$ cat config.mk
export PLATFORM = sky130hd
export DESIGN_NAME = revo_decoder_bunch_counter
export DESIGN_NICKNAME = d
export VERILOG_FILES = /design/src/rtl/revo_decoder_bunch_counter_pkg.sv /design/src/rtl/revo_decoder_bunch_counter_edge_interval_classifier.sv /design/src/rtl/revo_decoder_bunch_counter.sv
export SDC_FILE = /design/constraint.sdc
export NUM_CORES = 1
export LEC_CHECK = 0
export CAP_MARGIN = 20
export CORE_MARGIN = 2
export CORE_UTILIZATION = 24
export CTS_CLUSTER_SIZE = 20
export DETAILED_ROUTE_END_ITERATION = 7
export GPL_ROUTABILITY_DRIVEN = 0
export PLACE_DENSITY_LB_ADDON = 0.25
export RECOVER_POWER = 50
export SYNTH_ARGS = -nofsm -noshare
export SYNTH_HDL_FRONTEND = slang
export SYNTH_SLANG_ARGS = --single-unit
$ cat constraint.sdc
create_clock -name clock -period 3.05 [get_ports clock]
set_input_delay 0.305 -clock clock [delete_from_list [all_inputs] [get_ports clock]]
set_output_delay 0.305 -clock clock [all_outputs]
set_load 0.005 [all_outputs]
$ cat src/rtl/revo_decoder_bunch_counter_pkg.sv
// Shared types and defaults for the revo decoder: FSM states, edge classes, interval classifier.
// The optional fake-revo recovery is enabled with the REVO_DECODER_FAKE_REVO_EN macro.
package revo_decoder_bunch_counter_pkg;

   typedef enum logic [1:0] {
      ST_UNLOCKED = 2'd0,
      ST_ACQUIRE  = 2'd1,
      ST_LOCKED   = 2'd2
   } state_t;

   typedef enum logic [2:0] {
      EC_NONE    = 3'd0,
      EC_NORMAL  = 3'd1,
      EC_GAP     = 3'd2,
      EC_GLITCH  = 3'd3,
      EC_TIMEOUT = 3'd4
   } edge_class_t;

   localparam int DEFAULT_OVERSAMPLE  = 4;
   localparam int DEFAULT_REVO_PERIOD = 1280;
   localparam int DEFAULT_LOCK_COUNT  = 4;
   localparam int DEFAULT_BUNCH_WIDTH = 11;
   localparam int DEFAULT_ERR_WIDTH   = 16;

   // A normal period is one encoded period +/-1 sample; a gap is two periods +/-1 sample.
   function automatic edge_class_t classify_interval(input int len, input int oversample);
      if (len >= oversample - 1 && len <= oversample + 1)
         return EC_NORMAL;
      if (len >= 2 * oversample - 1 && len <= 2 * oversample + 1)
         return EC_GAP;
      return EC_GLITCH;
   endfunction

endpackage

$ cat src/rtl/revo_decoder_bunch_counter_edge_interval_classifier.sv
// Synchronises the encoded line, detects rising edges and classifies the interval between them.
// Emits a one-cycle class code in the cycle the edge (or timeout) is seen.
module revo_decoder_bunch_counter_edge_interval_classifier
   import revo_decoder_bunch_counter_pkg::*;
#(
   parameter int OVERSAMPLE = DEFAULT_OVERSAMPLE
) (
   input  logic        clock,
   input  logic        reset,
   input  logic        encoded_in,
   output edge_class_t edge_class
);

   localparam int TIMEOUT = 4 * OVERSAMPLE;
   localparam int CW      = $clog2(TIMEOUT + 1);

   logic          sync1;
   logic          sync2;
   logic          sync2_d;
   logic          armed;
   logic [CW-1:0] interval;
   logic          edge_seen;
   logic          timed_out;

   assign edge_seen = sync2 & ~sync2_d;
   assign timed_out = armed && (interval == CW'(TIMEOUT));

   // NOTE: registers use non-blocking assignments so every flop samples pre-edge values.
   always_ff @(posedge clock or posedge reset) begin
      if (reset) begin
         sync1    <= 1'b0;
         sync2    <= 1'b0;
         sync2_d  <= 1'b0;
         armed    <= 1'b0;
         interval <= '0;
      end else begin
         sync1   <= encoded_in;
         sync2   <= sync1;
         sync2_d <= sync2;
         // An edge restarts the count at 1 so the count equals L when the next edge arrives.
         if (edge_seen) begin
            armed    <= 1'b1;
            interval <= CW'(1);
         end else if (timed_out) begin
            armed    <= 1'b0;
            interval <= '0;
         end else if (armed) begin
            interval <= interval + CW'(1);
         end
      end
   end

   // NOTE: combinational outputs get a default first so no latch is inferred.
   always_comb begin
      edge_class = EC_NONE;
      if (edge_seen) begin
         if (armed)
            edge_class = classify_interval(int'(interval), OVERSAMPLE);
      end else if (timed_out) begin
         edge_class = EC_TIMEOUT;
      end
   end

endmodule

$ cat src/rtl/revo_decoder_bunch_counter.sv
// Revo decoder: recovers revo pulse, bunch index, lock and framing-error count from the encoded line.
// Define REVO_DECODER_FAKE_REVO_EN to substitute a fake revo for a missing gap while locked.
module revo_decoder_bunch_counter
   import revo_decoder_bunch_counter_pkg::*;
#(
   parameter int OVERSAMPLE  = DEFAULT_OVERSAMPLE,
   parameter int REVO_PERIOD = DEFAULT_REVO_PERIOD,
   parameter int LOCK_COUNT  = DEFAULT_LOCK_COUNT,
   parameter int BUNCH_WIDTH = DEFAULT_BUNCH_WIDTH,
   parameter int ERR_WIDTH   = DEFAULT_ERR_WIDTH
) (
   input  logic                   clock,
   input  logic                   reset,
   input  logic                   encoded_in,
   output logic                   revo,
   output logic                   bunch_strobe,
   output logic [BUNCH_WIDTH-1:0] bunch_index,
   output logic                   locked,
   output logic [ERR_WIDTH-1:0]   error_count,
   output logic                   fake_revo
);

   localparam int GW = $clog2(LOCK_COUNT + 1);
   localparam logic [BUNCH_WIDTH-1:0] EXPECT_IDX = BUNCH_WIDTH'(REVO_PERIOD - 2);
   localparam logic [BUNCH_WIDTH-1:0] LAST_IDX   = BUNCH_WIDTH'(REVO_PERIOD - 1);

   edge_class_t            edge_class;
   state_t                 state;
   state_t                 state_nxt;
   logic [GW-1:0]          good_count;
   logic [GW-1:0]          good_nxt;
   logic [BUNCH_WIDTH-1:0] index_nxt;
   logic                   revo_nxt;
   logic                   strobe_nxt;
   logic                   fake_revo_nxt;
   logic                   err_inc;
   logic                   at_expect;
`ifdef REVO_DECODER_FAKE_REVO_EN
   logic [GW-1:0]          fake_count;
   logic [GW-1:0]          fake_nxt;
`endif

   revo_decoder_bunch_counter_edge_interval_classifier #(
      .OVERSAMPLE (OVERSAMPLE)
   ) u_edge_interval_classifier (
      .clock      (clock),
      .reset      (reset),
      .encoded_in (encoded_in),
      .edge_class (edge_class)
   );

   assign at_expect = (bunch_index == EXPECT_IDX);
   assign locked    = (state == ST_LOCKED);

   always_comb begin
      state_nxt     = state;
      good_nxt      = good_count;
      index_nxt     = bunch_index;
      revo_nxt      = 1'b0;
      strobe_nxt    = 1'b0;
      fake_revo_nxt = 1'b0;
      err_inc       = 1'b0;
`ifdef REVO_DECODER_FAKE_REVO_EN
      fake_nxt      = fake_count;
`endif

      case (edge_class)
         EC_NORMAL: begin
            strobe_nxt = 1'b1;
            if (bunch_index != LAST_IDX)
               index_nxt = bunch_index + BUNCH_WIDTH'(1);
         end
         EC_GAP: begin
            strobe_nxt = 1'b1;
            index_nxt  = '0;
         end
         default: ;
      endcase

      case (state)
         ST_UNLOCKED: begin
            if (edge_class == EC_GAP) begin
               state_nxt = ST_ACQUIRE;
               good_nxt  = GW'(1);
            end
         end
         ST_ACQUIRE: begin
            if (edge_class == EC_GLITCH || edge_class == EC_TIMEOUT ||
                (edge_class == EC_NORMAL && at_expect)) begin
               state_nxt = ST_UNLOCKED;
            end else if (edge_class == EC_GAP) begin
               if (!at_expect) begin
                  good_nxt = GW'(1);
               end else if (good_count == GW'(LOCK_COUNT)) begin
                  // Entry gap plus LOCK_COUNT confirmed gaps: lock on this edge.
                  state_nxt = ST_LOCKED;
                  revo_nxt  = 1'b1;
`ifdef REVO_DECODER_FAKE_REVO_EN
                  fake_nxt  = '0;
`endif
               end else begin
                  good_nxt = good_count + GW'(1);
               end
            end
         end
         ST_LOCKED: begin
            if (edge_class == EC_GAP) begin
               if (at_expect) begin
                  revo_nxt = 1'b1;
`ifdef REVO_DECODER_FAKE_REVO_EN
                  fake_nxt = '0;
`endif
               end else begin
                  err_inc   = 1'b1;
                  state_nxt = ST_ACQUIRE;
                  good_nxt  = GW'(1);
               end
            end else if (edge_class == EC_GLITCH || edge_class == EC_TIMEOUT) begin
               err_inc   = 1'b1;
               state_nxt = ST_UNLOCKED;
            end else if (edge_class == EC_NORMAL && at_expect) begin
               err_inc = 1'b1;
`ifdef REVO_DECODER_FAKE_REVO_EN
               if (fake_count == GW'(LOCK_COUNT - 1)) begin
                  state_nxt = ST_UNLOCKED;
               end else begin
                  fake_nxt      = fake_count + GW'(1);
                  revo_nxt      = 1'b1;
                  fake_revo_nxt = 1'b1;
                  index_nxt     = '0;
               end
`else
               state_nxt = ST_UNLOCKED;
`endif
            end
         end
         default: state_nxt = ST_UNLOCKED;
      endcase
   end

   always_ff @(posedge clock or posedge reset) begin
      if (reset) begin
         state        <= ST_UNLOCKED;
         good_count   <= '0;
         bunch_index  <= '0;
         error_count  <= '0;
         revo         <= 1'b0;
         bunch_strobe <= 1'b0;
         fake_revo    <= 1'b0;
      end else begin
         state        <= state_nxt;
         good_count   <= good_nxt;
         bunch_index  <= index_nxt;
         revo         <= revo_nxt;
         bunch_strobe <= strobe_nxt;
         fake_revo    <= fake_revo_nxt;
         if (err_inc && error_count != '1)
            error_count <= error_count + ERR_WIDTH'(1);
      end
   end

`ifdef REVO_DECODER_FAKE_REVO_EN
   always_ff @(posedge clock or posedge reset) begin
      if (reset)
         fake_count <= '0;
      else
         fake_count <= fake_nxt;
   end
`endif

endmodule
==> results.ini <==
[outcome]
outcome=finished clean

[setup_path]
crit_chain=ha_1 -> a21oi_1 -> o22ai_1 -> a21o_1 -> a211oi_4 -> buf_4 -> mux2_2
worstPathRequired_ps=3240
cp-end-kind=register
crit_start=u_edge_interval_classifier.interval[0]
crit_type=reg2reg
path_delay_family=compound AO/OA/AOI/OAI gates
path_max_fanout=13
crit_buf_inv=1
timing.rr.start=u_edge_interval_classifier.interval[0]
crit_arrival_ps=2690
slowest_delay_ps=470
slowest_stage=dfrtp_1
worst_setup_path_start_kind=register

[timing]
worst_slew_pin_slew_ps=1120
max_slew_margin_pct=25.1
tns_ps=0
setup_slack_ps=543
period_share_pct=82.2
skew_ps=5.49
setup_viol=0
rsz0062_at_grt=no
hold_viol=0
maxSlewViolCount=0
period_needed_ps=2510
max_freq_mhz=399

[global_routing]
antenna_found_initial=0
grt_max_degree=25
first_global_vias=1834
grt_overflow=0
grt_pass1_wl_microns=8830
track_usage_pct=9.63

[route]
firstDrtPassIters=4
routed_wl_microns=5070
drt_iter0_markers=44
wire_per_inst_microns=12.4
ant_nets=0
drc=0
viasPerCell=4.49
dr_total_vias=1832

[clock_network]
cts_root_buffer=clkbuf_8
cts.sinks=43
h-tree-depth=2
cts_tree=done
post_cts_resized=0
cts_buffers=5
clk_latency_ps=290
postCtsSetupRepairBufs=0
clk_pin_slew_ps=80
holdBufCountCts=0
cts_max_path_buffers=2

[power_and_ir_drop]
p_total_w=0.00191
seq_power_share_pct=41.8
clockPowerShare_pct=18.5
max-vdd-ir-drop_v=0.000263
comb_power_share_pct=39.7
switching_share_pct=37.7
powerDensity_nw_per_um2=625
p_leak_nw=1.30
switchingPower_w=0.000721
p_int_w=0.00119

[synthesis]
yosysTopAreaCell=dfrtp_1
synth-edff-count=0
yosys-top-cells-area=dfrtp_1 (43%), ha_1 (5.9%), xnor2_1 (4.8%)
yosysSeqAreaShare_pct=42.6
syn-cell-area_sq_um=2530
ys_types=58
ys_ff_latch=43
syn_nets=253
yosys_warnings=0
netlist.area_leader.share_pct=42.6
netlist_instances=238
async_flop_share_pct=100
synthFlopType=dfrtp_1
synth_area_per_cell_sq_um=10.6

[final_layout]
antennaDiodeCount=0
utilization_pct=29.7
register_area_sq_um=1080
finalNetCount=286
area_growth_pct=20.9
fill_cells=1079
drive_gt1_share_pct=14.0
multiInputGateArea_sq_um=1330

[floorplanning]
row_count=37
die_area_sq_um=11400
start_util_pct=24.6
io_pins=34
core_area_sq_um=10300
die_h_microns=107
chipWidth_microns=107

[placed_design]
io_buffer_count=32
dpl_worst_slack_ps=599
place_hpwl_microns=3750

[min_path]
min-delay-start=u_edge_interval_classifier.sync1
min_path_type=reg2reg

[job]
maxCapViolations=0

==> state kept, by name, summed over array words and instances, names as in the netlist, 2 cells and up <==
name and flops:
bunch_index 11, error_count 16, good_count 3, state 2, u_edge_interval_classifier.interval 5
==> synthesized netlist by cell type, types with 2 or more instances <==
cell type and number:
o211ai_1 3, nand2_1 14, xnor2_1 14, nand4_1 9, and3_2 2, nand3_1 10, and4_1 4, nor4_1 2
nand3_2 3, buf_2 4, and2_4 2, or3_1 4, mux2_2 3, buf_6 3, nor3_1 7, buf_4 2
nor2_1 17, and3_1 5, or2b_1 2, o22ai_1 2, nor2b_1 3, nand4_4 2, o31ai_1 2, o21ai_0 4
dfrtp_1 43, xor2_1 10, a21oi_1 6, nand2b_1 2, xnor2_2 2, inv_1 13, ha_1 12
==> stage by stage <==
step / hold slack, ps / std cells / cell area, sq um
after global placement: 335 / 400 / 2980
after CTS: 357 / 408 / 3060
after global routing: 372 / 408 / 3060
final: 353 / 408 / 3060
after floorplan: 331 / 238 / 2530
after detailed placement: 337 / 400 / 2980
==> path summary, 6_finish.rpt <==
check	endpoint	slack, ps	cells past startpoint
setup / recovery	error_count[1]	540	7
hold / removal	u_edge_interval_classifier.sync2	350	0
setup reg to reg	error_count[1]	540	7
hold reg to reg	u_edge_interval_classifier.sync2	350	0
max in group asynchronous	u_edge_interval_classifier.interval[0]	1090	3
min in group asynchronous	bunch_index[0]	520	2
==> area by class of cell <==
| type | instances | area share, % |
|---|---|---|
| multi-input combinational | 172 | 43.6 |
| sequential | 43 | 35.2 |
| timing repair buffer | 36 | 11.3 |
| tap | 136 | 5.57 |
| clock buffer | 5 | 2.25 |
| inverter | 13 | 1.60 |
| clock inverter | 3 | 0.491 |
==> layer usage <==
metal  track usage, %  wire length, microns
met1             12.9                  2470
met2             15.4                  2350
met3             2.25                   183
met4             3.06                    64
met5                0                     0
==> power by group through the flow <==
stage / Combinational [W] / Sequential, W / Clock (W)
floorplan: 0.000600 / 0.000755 / 0
global placement: 0.000755 / 0.000808 / 0
detailed placement: 0.000760 / 0.000810 / 0
CTS: 0.000767 / 0.000800 / 0.000373
global route: 0.000849 / 0.000820 / 0.000401
finish: 0.000758 / 0.000799 / 0.000353
==> kinds of logic after synthesis <==
logic type,share of synthesized area (%)
compound gates,9.85
xor+xnor,9.60
fa+ha+maj,6.38
buf+inv,4.80
flops,42.6
mux,1.73
other cells,0.148
simple gates,24.9
==> cells in the final DEF, fill, tap and decap left out, types with 3 or more instances in the layout <==
cell              n
dfrtp_1          43
clkdlybuf4s50_1  24
nor2_1           17
nand2_1          14
xnor2_1          14
inv_1            12
ha_1             12
nand3_1          10
xor2_1           10
nand4_1           9
dlygate4sd3_1     8
nor3_1            7
a21oi_1           6
and3_1            5
clkbuf_8          5
and4_1            4
or3_1             4
o21ai_0           4
nor2b_1           3
o211ai_1          3
mux2_2            3
nand3_2           3
clkinv_2          3
buf_4             3
Power figures use the tool's default switching activity.
